**src/rtl/neuron_mac_seq.sv**
```systemverilog
// rtl/neuron_mac_seq.sv - time-multiplexed fully-connected neuron: streamed MAC, bias, rescale, saturate, ReLU
// One multiplier walks the frame; the weight file and bias are writable at any time.
module neuron_mac_seq #(
    parameter int N_IN = 30,
    parameter int DW   = 16,
    parameter int WW   = 16,
    parameter int FRAC = 8,
    parameter int ACCW = 48,
    parameter int AW   = $clog2(N_IN + 1)
) (
    input  logic                 clk,
    input  logic                 reset,
    input  logic                 w_we,
    input  logic [AW-1:0]        w_addr,
    input  logic signed [WW-1:0] w_data,
    input  logic                 act_relu,
    input  logic                 in_valid,
    output logic                 in_ready,
    input  logic signed [DW-1:0] in_data,
    input  logic                 in_last,
    output logic                 out_valid,
    input  logic                 out_ready,
    output logic signed [DW-1:0] out_data,
    output logic                 out_sat,
    output logic                 out_err
);
    localparam int IW = (N_IN > 1) ? $clog2(N_IN) : 1;
    localparam int PW = DW + WW;
    localparam logic signed [ACCW-1:0] MAX_V = {{(ACCW-DW+1){1'b0}}, {(DW-1){1'b1}}};
    localparam logic signed [ACCW-1:0] MIN_V = {{(ACCW-DW+1){1'b1}}, {(DW-1){1'b0}}};

    typedef enum logic [1:0] {
        ST_ACC = 2'd0,
        ST_FIN = 2'd1,
        ST_OUT = 2'd2
    } state_t;

    state_t                 state;
    logic [IW-1:0]          idx;
    logic signed [ACCW-1:0] acc;
    logic signed [WW-1:0]   weights [N_IN];
    logic signed [WW-1:0]   bias;
    logic                   relu_q;
    logic                   err_q;

    logic                   first_beat;
    logic                   last_idx;
    logic signed [PW-1:0]   product;
    logic signed [ACCW-1:0] prod_ext;
    logic signed [ACCW-1:0] bias_ext;
    logic signed [ACCW-1:0] t_sum;
    logic signed [ACCW-1:0] s_val;
    logic signed [DW-1:0]   clip_val;
    logic                   clip_sat;
    logic signed [DW-1:0]   res_val;
    logic                   err_next;

    assign in_ready   = (state == ST_ACC);
    assign first_beat = (idx == '0);
    assign last_idx   = (idx == IW'(N_IN - 1));

    // Weight read sees the pre-write value, so a same-cycle write lands on the next frame's beat.
    assign product  = in_data * weights[idx];
    assign prod_ext = {{(ACCW-PW){product[PW-1]}}, product};
    assign err_next = (first_beat ? 1'b0 : err_q) | (in_last ^ last_idx);

    // Bias is aligned to the product's Q(2*FRAC) before the arithmetic rescale.
    assign bias_ext = {{(ACCW-WW){bias[WW-1]}}, bias} <<< FRAC;
    assign t_sum    = acc + bias_ext;
    assign s_val    = t_sum >>> FRAC;

    always_comb begin
        clip_val = s_val[DW-1:0];
        clip_sat = 1'b0;
        if (s_val > MAX_V) begin
            clip_val = MAX_V[DW-1:0];
            clip_sat = 1'b1;
        end else if (s_val < MIN_V) begin
            clip_val = MIN_V[DW-1:0];
            clip_sat = 1'b1;
        end
        res_val = clip_val;
        if (relu_q && clip_val[DW-1]) begin
            res_val = '0;
        end
    end

    always_ff @(posedge clk) begin
        if (reset) begin
            state     <= ST_ACC;
            idx       <= '0;
            acc       <= '0;
            bias      <= '0;
            relu_q    <= 1'b0;
            err_q     <= 1'b0;
            out_valid <= 1'b0;
            out_data  <= '0;
            out_sat   <= 1'b0;
            out_err   <= 1'b0;
            for (int i = 0; i < N_IN; i++) begin
                weights[i] <= '0;
            end
        end else begin
            if (w_we) begin
                if (w_addr < AW'(N_IN)) begin
                    weights[w_addr[IW-1:0]] <= w_data;
                end else if (w_addr == AW'(N_IN)) begin
                    bias <= w_data;
                end
            end

            case (state)
                ST_ACC: begin
                    if (in_valid) begin
                        acc   <= first_beat ? prod_ext : acc + prod_ext;
                        err_q <= err_next;
                        if (first_beat) begin
                            relu_q <= act_relu;
                        end
                        if (last_idx) begin
                            idx   <= '0;
                            state <= ST_FIN;
                        end else begin
                            idx <= idx + 1'b1;
                        end
                    end
                end
                ST_FIN: begin
                    out_data  <= res_val;
                    out_sat   <= clip_sat;
                    out_err   <= err_q;
                    out_valid <= 1'b1;
                    state     <= ST_OUT;
                end
                ST_OUT: begin
                    if (out_ready) begin
                        out_valid <= 1'b0;
                        state     <= ST_ACC;
                    end
                end
                default: begin
                    state <= ST_ACC;
                end
            endcase
        end
    end
endmodule

```
**config.mk**
```make
export PLATFORM = sky130hd
export DESIGN_NAME = neuron_mac_seq
export DESIGN_NICKNAME = d
export VERILOG_FILES = /design/src/rtl/neuron_mac_seq.sv
export SDC_FILE = /design/constraint.sdc
export NUM_CORES = 2
export LEC_CHECK = 0
export CAP_MARGIN = 20
export CORE_UTILIZATION = 45
export DETAILED_ROUTE_END_ITERATION = 8
export HOLD_SLACK_MARGIN = 0.15
export SETUP_SLACK_MARGIN = 0.02
export SLEW_MARGIN = 20
export SYNTH_ARGS = -nofsm -noshare
export SYNTH_HDL_FRONTEND = slang
export SYNTH_SLANG_ARGS = --single-unit
export TNS_END_PERCENT = 5
```
**constraint.sdc**
```tcl
create_clock -name clk -period 14.1 [get_ports clk]
set_input_delay 2.115 -clock clk [delete_from_list [all_inputs] [get_ports clk]]
set_output_delay 2.115 -clock clk [all_outputs]
set_load 0.02 [all_outputs]
```
==> flow_results.org <==
** Timing
- Max Transition Viols Final :: 0
- On the final layout, the worst clock skew is 44.8 ps.
- Derived from the worst setup path, the maximum achievable clock frequency is 83.5 MHz.
- Share of the clock period used by the worst path after layout :: 84.9%
- Setup repair after global routing left no endpoint under its margin.
- The final number of hold-violating endpoints was 0.
- Setup violations remaining at the end of the flow were counted as 0.
- Pin slew with the least headroom to its limit :: 1110 ps
- Post-layout min period :: 11,970 ps
- Headroom to the max-slew limit :: 25.9%
- Adding up every negative setup slack in the final design gives 0 ps.

** Status
- The flow ran to the end, and the final reports show no timing, DRC or antenna violations.

** Synth
- Biggest area consumer among synthesized cells :: sky130_fd_sc_hd__edfxtp_1
- Yosys mapped the design onto 81 distinct sky130hd cell types.
- After synthesis, the mean cell area works out to 11.5 sq um.
- For this run, asynchronously set or reset flops after synthesis account for 0%.
- Post-synthesis cell count :: 3,655
- Top cells by area, synth :: sky130_fd_sc_hd__edfxtp_1 (37%), sky130_fd_sc_hd__fa_1 (13%), sky130_fd_sc_hd__mux4_2 (8.7%), sky130_fd_sc_hd__and2_1 (7.6%), sky130_fd_sc_hd__ha_1 (5.2%)
- Number of enable flip-flop cells after synthesis :: 512
- During synthesis, Yosys emitted a total of 0 warnings.
- Top-area cell type share of the netlist area :: 36.7%
- Most used DFF post-synth :: sky130_fd_sc_hd__edfxtp_1
- Share of synthesized area occupied by flip-flops and latches :: 41.4%
- Post-synthesis register bit count :: 609
- Synthesized area :: 0.0419 sq mm

** Drt
- Remaining antenna violation count :: 0
- The routed design has 109,000 um of wire.
- In the routed design, unresolved DRC markers number 0.
- Using the TritonRoute via totals, the vias-per-cell ratio works out to 5.46.
- Average wire per cell in the routed design :: 21.9 um
- The first detailed-routing pass took 7 iterations.
- DRC violation total after the first TritonRoute iteration :: 2,329
- Total via count after detailed routing :: 27,200

** Clocking
- Inserted Clock Buffers :: 70
- Number of hold-repair buffers added at the cts stage :: 0
- Post-cts resize count :: 0
- Insertion delay of the later-clocked pin in the worst-skew pair :: 640 ps
- TritonCTS built the clock tree.
- Deepest clock path buffer count :: 3
- Register clock-pin slew on the reported worst setup and hold paths :: 60 ps
- H-Tree Level Count :: 3
- CTS placed an instance of sky130_fd_sc_hd__clkbuf_16 at the clock tree root.
- Number of post-CTS setup repair buffers :: 0
- The tree built by TritonCTS fans out to 609 sinks.

** Hold path
- The worst hold path begins at out_err$_SDFFE_PP0P_.
- The tightest min-delay check is of the reg2reg type.
- Hold Path Depth :: 2
- The worst hold path terminates at out_err$_SDFFE_PP0P_.

** Critical path
- The critical path is of the reg2reg type.
- Data arrival at the endpoint of the critical path :: 12,520 ps
- Worst Setup Start Kind :: register
- STA classifies the critical path endpoint as a register.
- Req. time, crit path :: 14,650 ps
- Cell with the biggest individual delay on the critical path :: sky130_fd_sc_hd__dfxtp_4
- Counting cells, the worst reg-to-reg path comes to 35.
- Counting stages on the worst path, the most repeated cell is sky130_fd_sc_hd__fa_1.
- Across all register-to-register paths, the minimum setup slack is 2130 ps.
- The largest single stage delay on the critical path is 910 ps.
- Endpoint of the worst register-to-register path :: acc[46]$_SDFFE_PP0P_
- Largest fanout on the critical path :: 39

** Floorplan
- After floorplanning, the core was divided into 111 placement rows.
- Die Ht :: 307 um
- The die is 307 um wide.
- For this design the top-level I/O count stands at 64.
- Starting density of the core :: 45.5%
- Core Footprint :: 0.0919 sq mm
- Die Footprint :: 0.0943 sq mm

** Global route
- The via count of the first global-routing pass is 28,000.
- Largest net degree at the start of global routing :: 78
- Total GRT Usage :: 23.8%
- Remaining global-route overflow :: 0
- Wire length of the first global-routing pass :: 170,000 um
- Antenna violations before repair :: 4

** Final layout
- The net count of the finished layout is 4,169.
- Synthesis-to-finish area growth :: 10.6%
- The library cell used most frequently in the layout, excluding fill and tap cells, is sky130_fd_sc_hd__edfxtp_1.
- The post-route netlist has 11.1% of its cells at a drive strength greater than 1.
- Most used cells in the layout excluding fill and tap cells :: sky130_fd_sc_hd__edfxtp_1 (512), sky130_fd_sc_hd__and2_1 (506), sky130_fd_sc_hd__inv_1 (368)

** Job
- Max-cap violations in this run came to 0.

** Placement
- Input and output buffers added on the ports amount to 63.
- Summed over all nets, the half-perimeter wirelength after detailed placement is 75,100 um.
- Routability-driven placement finished with a final weighted congestion of 0.876.
[cell usage after synthesis (97+ instances only)]
cell	count
sky130_fd_sc_hd__ha_1	173
sky130_fd_sc_hd__a21oi_1	155
sky130_fd_sc_hd__inv_1	368
sky130_fd_sc_hd__o21ai_0	120
sky130_fd_sc_hd__nand2_1	213
sky130_fd_sc_hd__dfxtp_1	97
sky130_fd_sc_hd__mux4_2	161
sky130_fd_sc_hd__and2_1	507
sky130_fd_sc_hd__nor2_1	154
sky130_fd_sc_hd__edfxtp_1	512
sky130_fd_sc_hd__clkbuf_1	185
sky130_fd_sc_hd__nor2b_1	129
sky130_fd_sc_hd__fa_1	264
[metal layers]
metal  GRT usage (%)  vias up  part of all wire, %
met5               0        -                0.017
met4            4.37        2                  1.5
met3            2.89      108                  4.9
met2            40.4      655                   49
met1            33.0    13700                   44
li1                -    12700                    -
[worst max path at each step]
stage,from,endpoint,slack [ps],cells past startpoint
CTS,register,acc[46]$_SDFFE_PP0P_,2080,35
detailed placement,in_data[15],acc[46]$_SDFFE_PP0P_,1590,33
global placement,in_data[15],acc[44]$_SDFFE_PP0P_,1770,33
floorplan,register,acc[44]$_SDFFE_PP0P_,3350,36
finish,register,acc[46]$_SDFFE_PP0P_,2130,35
global route,register,acc[46]$_SDFFE_PP0P_,1490,36
[kinds of logic (layout without fill, tap and decap cells)]
group                      count (synthesis)  count (layout)  synth area share [%]
AOI/OAI and AO/OA                        526             526                  8.15
xor gates and xnor gates                 113             113                  2.36
adders and majority gates                437             437                  17.8
buffers and inverters                    581             637                  5.28
DFF                                      609             609                  41.4
muxes                                    182             182                  9.19
other                                      1              33               0.00896
and+or+nand+nor                         1206            1206                  15.9
[cell type report]
cell class / instances / area, sq um
fill: 8265 / 45600
antenna: 1 / 2.50
multi-input combinational: 2496 / 22500
timing repair buffer: 143 / 1270
clock inverter: 31 / 357
tap: 1243 / 1560
clock buffer: 95 / 1870
sequential: 609 / 17300
inverter: 368 / 1380
[per-stage QoR]
step	cells	setup slack [ps]	instance area, sq um	util (%)	hold WS [ps]
3_5_place_dp	4859	1590	44000	47.9	450
6_report	4986	2130	46300	50.4	457
5_1_grt	4986	1490	46300	50.4	479
2_1_floorplan	3686	3350	42000	-	432
3_3_place_gp	4858	1770	44000	47.9	447
4_1_cts	4985	2080	46300	50.3	460
[critical path: cells and delay by family, from the launching register on]
| kind | cells | cell delay, ps |
|---|---|---|
| simple gates | 3 | 940 |
| xor+xnor | 2 | 460 |
| compound gates | 14 | 2680 |
| fa+ha+maj | 8 | 4120 |
| mux | 3 | 1650 |
| flops | 1 | 910 |
| buf+inv | 5 | 1100 |
[state kept, by name, indices dropped and copies added, names as in the netlist, named ones only]
register   flops
weights      512
relu_q         1
bias          16
out_valid      1
out_data      16
idx            5
state          2
err_q          1
out_err        1
out_sat        1
acc           48
Power is not shown: default switching activity piles up to over one toggle a cycle in this logic, so the estimate is an artifact.
